==> config.mk <==
export PLATFORM = sky130hd
export DESIGN_NAME = mux9_scan_ctrl
export DESIGN_NICKNAME = d
export VERILOG_FILES = /design/src/rtl/mux9_scan_ctrl.sv
export SDC_FILE = /design/constraint.sdc
export NUM_CORES = 1
export LEC_CHECK = 0
export BUFFER_PORTS_ARGS = -buffer_cell sky130_fd_sc_hd__buf_2
export CAP_MARGIN = 15
export CORE_MARGIN = 1
export CORE_UTILIZATION = 60
export CTS_CLUSTER_SIZE = 30
export DETAILED_ROUTE_END_ITERATION = 12
export PLACE_DENSITY = 0.79
export SKIP_CTS_REPAIR_TIMING = 1
export SYNTH_ARGS = -nofsm -noshare
export SYNTH_HDL_FRONTEND = slang
export SYNTH_SLANG_ARGS = --single-unit
==> constraint.sdc <==
create_clock -name clk -period 5.5 [get_ports clk]
set_input_delay 0.55 -clock clk [delete_from_list [all_inputs] [get_ports clk]]
set_output_delay 0.55 -clock clk [all_outputs]
set_load 0.005 [all_outputs]
==> src/rtl/mux9_scan_ctrl.sv <==
// mux9_scan_ctrl
// ---------------------------------------------------------------------------
// Purpose:
//   Scan sequencer for a 9:1 mux that is built from 2:1 stages. For each
//   channel 0..8 it drives the mux select lines and waits SETTLE cycles. It
//   samples the mux output on the last edge of that dwell. The nine samples
//   are collected in a shadow register. At frame end they are published
//   together on data_o, with a one-cycle valid_o pulse. Scanning can be
//   single-shot (start_i) or continuous (cont_i).
//
// Parameters:
//   SETTLE     dwell cycles per channel, legal range 1..15
//
// Ports:
//   clk        sole clock, rising edge
//   rst_n      synchronous active-low reset
//   start_i    scan request, only looked at while idle
//   cont_i     continuous mode, looked at on the final sample edge of a frame
//   mux_out_i  output of the 9:1 mux
//   ch_mask_i  per-channel skip mask (bit k = 1 skips channel k); this port
//              exists only when MUX9_SCAN_MASK_EN is defined
//   sel_o      registered mux select {s3,s2,s1,s0}
//   busy_o     high while a frame is in progress
//   valid_o    one-cycle pulse when data_o updates
//   data_o     last completed frame, bit k = sample of channel k
//
// Build option:
//   MUX9_SCAN_MASK_EN  enables the channel skip mask. When it is undefined,
//                      all nine channels are always scanned.
// ---------------------------------------------------------------------------
module mux9_scan_ctrl #(
  parameter int SETTLE = 2
) (
  input  logic       clk,
  input  logic       rst_n,
  input  logic       start_i,
  input  logic       cont_i,
  input  logic       mux_out_i,
  output logic [3:0] sel_o,
  output logic       busy_o,
  output logic       valid_o,
  output logic [8:0] data_o
`ifdef MUX9_SCAN_MASK_EN
  ,
  input  logic [8:0] ch_mask_i
`endif
);

  typedef enum logic {
    IDLE = 1'b0,
    SCAN = 1'b1
  } state_t;

  localparam logic [3:0] DWELL_LOAD = 4'(SETTLE - 1);
  localparam logic [3:0] NO_CH      = 4'd9;

  state_t     state_q, state_d;
  logic [3:0] ch_q, ch_d;
  logic [3:0] dwell_q, dwell_d;
  logic [8:0] shadow_q, shadow_d;
  logic [8:0] data_q, data_d;
  logic       valid_q, valid_d;
  logic [3:0] sel_q, sel_d;

  logic [8:0] shadow_w;
  logic [3:0] first_ch;
  logic [3:0] next_ch;
  logic       frame_start;

  // skip_mask applies to the frame in flight. start_mask is the value that
  // gets captured when a frame starts.
  logic [8:0] skip_mask;
  logic [8:0] start_mask;

`ifdef MUX9_SCAN_MASK_EN
  logic [8:0] mask_q, mask_d;

  assign skip_mask  = mask_q;
  assign start_mask = ch_mask_i;

  always_comb begin
    mask_d = mask_q;
    if (frame_start) begin
      mask_d = ch_mask_i;
    end
  end

  always_ff @(posedge clk) begin
    if (!rst_n) begin
      mask_q <= 9'd0;
    end else begin
      mask_q <= mask_d;
    end
  end
`else
  assign skip_mask  = 9'd0;
  assign start_mask = 9'd0;
`endif

  // Returns the lowest unskipped channel at or above 'from'.
  // Returns NO_CH when there is none left.
  function automatic logic [3:0] find_ch(input logic [8:0] skip,
                                         input logic [3:0] from);
    logic [3:0] res;
    res = NO_CH;
    for (int i = 8; i >= 0; i--) begin
      if (i >= int'(from) && !skip[i]) begin
        res = 4'(i);
      end
    end
    return res;
  endfunction

  assign first_ch = find_ch(start_mask, 4'd0);
  assign next_ch  = find_ch(skip_mask, 4'(ch_q + 4'd1));

  always_comb begin
    state_d     = state_q;
    ch_d        = ch_q;
    dwell_d     = dwell_q;
    shadow_d    = shadow_q;
    data_d      = data_q;
    valid_d     = 1'b0;
    frame_start = 1'b0;
    shadow_w    = shadow_q;
    shadow_w[ch_q] = mux_out_i;

    unique case (state_q)
      IDLE: begin
        if (start_i) begin
          frame_start = 1'b1;
          shadow_d    = 9'd0;
          if (first_ch == NO_CH) begin
            // Every channel is masked, so the frame is empty and completes at once.
            data_d  = 9'd0;
            valid_d = 1'b1;
          end else begin
            state_d = SCAN;
            ch_d    = first_ch;
            dwell_d = DWELL_LOAD;
          end
        end
      end

      SCAN: begin
        if (dwell_q != 4'd0) begin
          dwell_d = dwell_q - 4'd1;
        end else begin
          shadow_d = shadow_w;
          if (next_ch != NO_CH) begin
            ch_d    = next_ch;
            dwell_d = DWELL_LOAD;
          end else begin
            // Frame end: the last sample goes straight into data_o, so
            // data_o never shows a half-updated frame.
            data_d  = shadow_w & ~skip_mask;
            valid_d = 1'b1;
            if (cont_i && first_ch != NO_CH) begin
              frame_start = 1'b1;
              shadow_d    = 9'd0;
              ch_d        = first_ch;
              dwell_d     = DWELL_LOAD;
            end else begin
              state_d = IDLE;
              ch_d    = 4'd0;
              dwell_d = 4'd0;
            end
          end
        end
      end

      default: begin
        state_d = IDLE;
      end
    endcase

    // The select value is computed from the next state, so sel_o is a clean
    // register output that is already valid in the first cycle of each dwell.
    // Channel 8 encodes as 4'b1000, which equals the index itself.
    sel_d = (state_d == SCAN) ? ch_d : 4'b0000;
  end

  always_ff @(posedge clk) begin
    if (!rst_n) begin
      state_q  <= IDLE;
      ch_q     <= 4'd0;
      dwell_q  <= 4'd0;
      shadow_q <= 9'd0;
      data_q   <= 9'd0;
      valid_q  <= 1'b0;
      sel_q    <= 4'd0;
    end else begin
      state_q  <= state_d;
      ch_q     <= ch_d;
      dwell_q  <= dwell_d;
      shadow_q <= shadow_d;
      data_q   <= data_d;
      valid_q  <= valid_d;
      sel_q    <= sel_d;
    end
  end

  assign sel_o   = sel_q;
  assign busy_o  = (state_q == SCAN);
  assign valid_o = valid_q;
  assign data_o  = data_q;

endmodule
==> metrics.yaml, run 1 <==
synth:
  synth-main-ff-cell: "dfxtp_1"
  synthTopCellsByCount: "dfxtp_1, nand2_1, a21oi_1"
  synth_cells: 159
  synth_cell_types: 34
  synth.top_cells.by_area: "dfxtp_1, mux2i_1, ha_1, a311oi_2, nand2_1"
  async_reset_ff_frac: 0
  yosysSeqAreaShare: 0.425
  synth.ff_latch_count: 32
  synth_edf_count: 0
  synth_area_mm2: 0.00151
  synth_top_area_frac: 0.425
  yosysWarnings: 0
  syn_area_per_cell_um2: 9.49
  yosysMostFrequentCell: "dfxtp_1"
  synth_nets: 171
  synth.largest_area_cell: "dfxtp_1"
placement:
  gp_congestion: 0.792
  dp_cells: 198
  port_buffers: 19
  place_hpwl_um: 2110
cts:
  clk_pin_slew_worst_paths_ns: 0.09
  clock_latency_ns: 0.34
  cts.sinks: 32
  cts_max_level: 2
  cts_made_buffers: 5
  ctsLongestPathBuffers: 2
  cts_tree: "yes"
  cts_root_buf: "clkbuf_4"
pwr:
  p_total_uw: 427
  p_per_area_mw_per_mm2: 260
  leakagePower_nw: 0.669
  ir_worst_vdd_mv: 0.233
setup_path:
  crit_fanout: 27
  reg2regPathDepth: 6
  worstPathCellList: "inv_1 -> ha_1 -> and4bb_2 -> nand2_1 -> or3b_2 -> a311oi_1"
  cp-end-kind: "flip-flop"
  r2r_slack_ns: 3.23
  max_stage_delay_ns: 0.64
  cp_slowest_cell: "and4bb_2"
  startpoint_type: "flip-flop"
  worst_r2r_startpoint: "dwell_q[0]"
  path_class: "reg -> reg"
  r2r-end: "sel_o[2]"
  required_ns: 5.76
  worstPathArrival_ns: 2.53
floorplanning:
  core_area_mm2: 0.00230
  die_h_um: 52.2
  rows: 17
  chipWidth_um: 52.2
  start_util: 0.657
  dieArea_mm2: 0.00272
  ios: 20
sta:
  slew_headroom: 0.594
  setup_viol: 0
  finalHoldViolations: 0
  rsz0062_at_grt: "no"
  period_minus_slack_ns: 2.27
  max_freq_mhz: 440
  maxSlewViolCount: 0
  fin_crit_sh: 0.413
  setup_tns_ns: 0
  fin_worst_skew_ns: 0.00666
  tightest_slew_ns: 0.608
drt:
  via_per_inst: 5.97
  wl_met2_um: 1490
  drc_errors: 0
  wire_per_inst_um: 14.9
  wl_um: 3070
  wl_met1_um: 1380
  final_antenna_net_count: 0
  dr.pass1.iters: 4
  top_layer_used: "met4"
  drtIter0Drc: 23
  wl_met3_um: 113
  vias: 1229
layout:
  diodes: 0
  fin_util: 0.715
  final_cells: 206
  num-nets-final: 189
  multi_input_area_um2: 774
  synthToLayoutAreaGrowth_pct: 8.79
  regArea_um2: 641
  fill_cells: 179
  drive_above_1_share: 0.219
global_route:
  antenna_found_initial: 0
  track_usage: 0.263
  overflow: 0
  grt_pass1_wl_um: 5010
  grt_pass1_vias: 1146
  grt_start_max_net_pins: 28
flow_run:
  drv_cap: 0
status:
  status: "finished, final reports clean"
hold_path:
  hp-class: "reg -> reg"
  min_from: "shadow_q[1]"
  hold_end: "shadow_q[1]"
  holdPathStages: 2
per-layer routing:
| metal | up-vias | GRT usage |
|---|---|---|
| met5 | - | 0 |
| met4 | 0 | 0.158 |
| met3 | 7 | 0.0819 |
| met2 | 24 | 0.434 |
| met1 | 587 | 0.294 |
| li1 | 611 | - |
layout by cell type (no fill, tap or decap), types with 2 or more instances in the layout:
master	count
or3b_2	2
dfxtp_1	32
a311oi_2	5
a21oi_1	14
nand3_1	5
buf_2	19
clkbuf_1	2
nor2b_1	2
o21ai_0	12
clkbuf_4	5
ha_1	7
a311oi_1	5
a211oi_1	2
o221a_2	2
nand2_1	19
inv_1	7
nand4b_1	2
nor2_1	9
xnor2_1	2
mux2i_1	9
cell families (layout without fill, tap and decap cells):
logic type | Yosys count | after routing | share of synthesized area
AOI/OAI and AO/OA | 49 | 49 | 0.245
xor gates and xnor gates | 2 | 2 | 0.0116
adders and majority gates | 7 | 7 | 0.0580
buffers and inverters | 17 | 36 | 0.0622
DFF | 32 | 32 | 0.425
muxes | 9 | 9 | 0.0597
and+or+nand+nor | 43 | 43 | 0.138
flip-flops by register name, indices dropped and copies added, names as in the netlist:
signal	cells
busy_o	1
valid_o	1
data_o	9
dwell_q	4
sel_o	4
ch_q	4
shadow_q	9
power by group:
group          switching [mW]  internal (mW)
Combinational          0.0289         0.0162
Clock                  0.0769         0.0629
Sequential            0.00550          0.237
Total                   0.111          0.316
metrics by stage:
step                      hold WS [ns]  setup WS, ns  cell area [um2]
after floorplan                  0.425          3.56             1510
after global placement           0.434          3.37             1580
after detailed placement         0.446          3.29             1580
after CTS                        0.467          3.25             1640
after global routing             0.502          3.10             1640
final                            0.456          3.23             1640
final cells by class:
class                   instances  area share
clock buffers                   8      0.0358
flip-flops and latches         32       0.390
well taps                      28      0.0213
multi-input cells             110       0.472
repair buffers                 20      0.0625
inverters                       8      0.0183
critical path, delay by kind of cell (launching register included):
kind,cells,cell delay [ns]
and+or+nand+nor,3,1.28
DFF,1,0.32
AOI/OAI and AO/OA,1,0.26
adders and majority gates,1,0.20
buffers and inverters,1,0.12
worst max-delay path by stage:
stage	startpoint	slack (ns)	cells past startpoint	end
4_1_cts	dwell_q[0]	3.25	6	sel_o[2]
2_1_floorplan	ch_q[0]	3.56	7	dwell_q[0]
5_1_grt	dwell_q[0]	3.10	6	sel_o[2]
3_5_place_dp	dwell_q[0]	3.29	6	sel_o[2]
3_3_place_gp	rst_n	3.37	5	shadow_q[3]
6_report	dwell_q[0]	3.23	6	sel_o[2]
(Power assumes the default switching activity.)
==> run 2, diff against run 1 <==
--- a/config.mk
+++ b/config.mk
@@ -8,10 +8,10 @@
 export BUFFER_PORTS_ARGS = -buffer_cell sky130_fd_sc_hd__buf_2
 export CAP_MARGIN = 15
 export CORE_MARGIN = 1
-export CORE_UTILIZATION = 60
+export CORE_UTILIZATION = 56
 export CTS_CLUSTER_SIZE = 30
 export DETAILED_ROUTE_END_ITERATION = 12
-export PLACE_DENSITY = 0.79
+export PLACE_DENSITY = 0.74
 export SKIP_CTS_REPAIR_TIMING = 1
 export SYNTH_ARGS = -nofsm -noshare
 export SYNTH_HDL_FRONTEND = slang
==> constraint.sdc (replaced) <==
create_clock -name clk -period 2.2 [get_ports clk]
set_input_delay 0.22 -clock clk [delete_from_list [all_inputs] [get_ports clk]]
set_output_delay 0.22 -clock clk [all_outputs]
set_load 0.005 [all_outputs]
==> metrics.yaml, run 2 (synthesis gave the netlist of run 1 again) <==
status:
  status: "finished, final reports clean"
pwr:
  ir_worst_vdd_mv: 0.455  # +95%
  p_per_area_mw_per_mm2: 635  # +140%
  leakagePower_nw: 0.690  # +3.1%
drt:
  drc_errors: 0  # unchanged
  dr.pass1.iters: 4  # unchanged
  wl_um: 2870  # -6.5%
  via_per_inst: 5.74  # -3.9%
  drtIter0Drc: 22  # -4.3%
  wire_per_inst_um: 13.5  # -9.1%
  vias: 1216  # -1.1%
  wl_met1_um: 1300  # -5.9%
  top_layer_used: "met4"
  wl_met3_um: 104  # -8.0%
  wl_met2_um: 1430  # -4.6%
  final_antenna_net_count: 0  # unchanged
setup_path:
  worstPathArrival_ns: 2.20  # -0.33 ns
  path_class: "reg -> reg"
  crit_fanout: 21  # -22%
  reg2regPathDepth: 6  # unchanged
  startpoint_type: "flip-flop"
  required_ns: 2.42  # -3.34 ns
  cp-end-kind: "flip-flop"
cts:
  clk_pin_slew_worst_paths_ns: 0.10  # about the same
  clock_latency_ns: 0.32  # -0.02 ns
  cts_max_level: 2  # unchanged
  ctsLongestPathBuffers: 2  # unchanged
  cts.sinks: 32  # unchanged
  cts_root_buf: "clkbuf_4"
  cts_made_buffers: 5  # unchanged
  cts_tree: "yes"
sta:
  fin_crit_sh: 0.899  # +0.486
  period_minus_slack_ns: 1.98  # -0.295 ns
  setup_tns_ns: 0  # unchanged
  max_freq_mhz: 506  # +15%
  slew_headroom: 0.591  # -0.00238
  fin_worst_skew_ns: 0.0107  # +0.00400 ns
  maxSlewViolCount: 0  # unchanged
  finalHoldViolations: 0  # unchanged
  tightest_slew_ns: 0.612  # +0.00356 ns
  rsz0062_at_grt: "no"
  setup_viol: 0  # unchanged
hold_path:
  hp-class: "in -> reg"
  holdPathStages: 2  # unchanged
flow_run:
  drv_cap: 0  # unchanged
global_route:
  grt_pass1_wl_um: 4510  # -9.9%
  grt_start_max_net_pins: 22  # -21%
  track_usage: 0.225  # -0.0385
  grt_pass1_vias: 1017  # -11%
  overflow: 0  # unchanged
  antenna_found_initial: 0  # unchanged
floorplanning:
  chipWidth_um: 53.9  # +3.4%
  dieArea_mm2: 0.00291  # +6.9%
  start_util: 0.598  # -0.0586
  die_h_um: 53.9  # +3.4%
  rows: 18  # +1
  core_area_mm2: 0.00252  # +9.8%
  ios: 20  # unchanged
layout:
  num-nets-final: 193  # +2.1%
  diodes: 0  # unchanged
  final_cell_mix: "dfxtp_1, nand2_1, buf_2"
  synthToLayoutAreaGrowth_pct: 10.9
  layout_commonest_cell: "dfxtp_1"
  fin_area_mm2: 0.00167  # +2.0%
  drive_above_1_share: 0.236  # +0.0172
  fill_cells: 218  # +22%
placement:
  port_buffers: 19  # unchanged
  place_hpwl_um: 2130  # +0.75%
  placed_cell_area_mm2: 0.00162  # +2.1%
  gp_congestion: 0.867  # +9.5%
## run 2: metal layers
| metal | GRT usage | vias to the layer above |
|---|---|---|
| met1 | 0.262 | 559 |
| met2 | 0.362 | 28 |
| met4 | 0.123 | 0 |
| met5 | 0 | - |
| li1 | - | 623 |
| met3 | 0.0706 | 6 |
## run 2: area by class of cell
class                           count  area [um2]  share of cell area
Timing Repair Buffer               24         133              0.0792
Multi-Input combinational cell    110         774               0.463
Tap cell                           30        37.5              0.0224
Inverter                            8        30.0              0.0179
Sequential cell                    32         641               0.383
Clock buffer                        8        58.8              0.0351
## run 2: worst paths after layout
path / startpoint / endpoint / slack (ns)
worst max register to register: ch_q[0] / data_o[1] / 0.22
worst min register to register: shadow_q[6] / shadow_q[6] / 0.46
worst max-delay path: ch_q[0] / data_o[1] / 0.22
worst min-delay path: cont_i / dwell_q[0] / 0.20
## run 2: power by group
group | switching (mW) | internal (mW) | leakage [nW]
clock network | 0.186 | 0.158 | 0.0326
registers | 0.0116 | 0.592 | 0.259
logic | 0.0725 | 0.0443 | 0.399
## run 2: metrics by stage
stage               setup slack (ns)  hold slack (ns)   util  power (mW)  cells
finish                         0.223            0.201  0.664        1.06    212
detailed placement             0.232            0.444  0.640       0.733    204
global route                  0.0956            0.209  0.664        1.11    212
CTS                            0.218            0.190  0.664        1.07    212
floorplan                      0.256            0.342      -       0.706    159
global placement               0.295            0.433  0.640       0.729    204
## run 2: worst max-delay path, cell delays in order, from the launching register on
cell and delay (ns):
dfxtp_1 0.39, ha_1 0.27, a32o_1 0.21, a222oi_1 0.33
buf_4 0.30, a21oi_1 0.10, a311oi_1 0.26
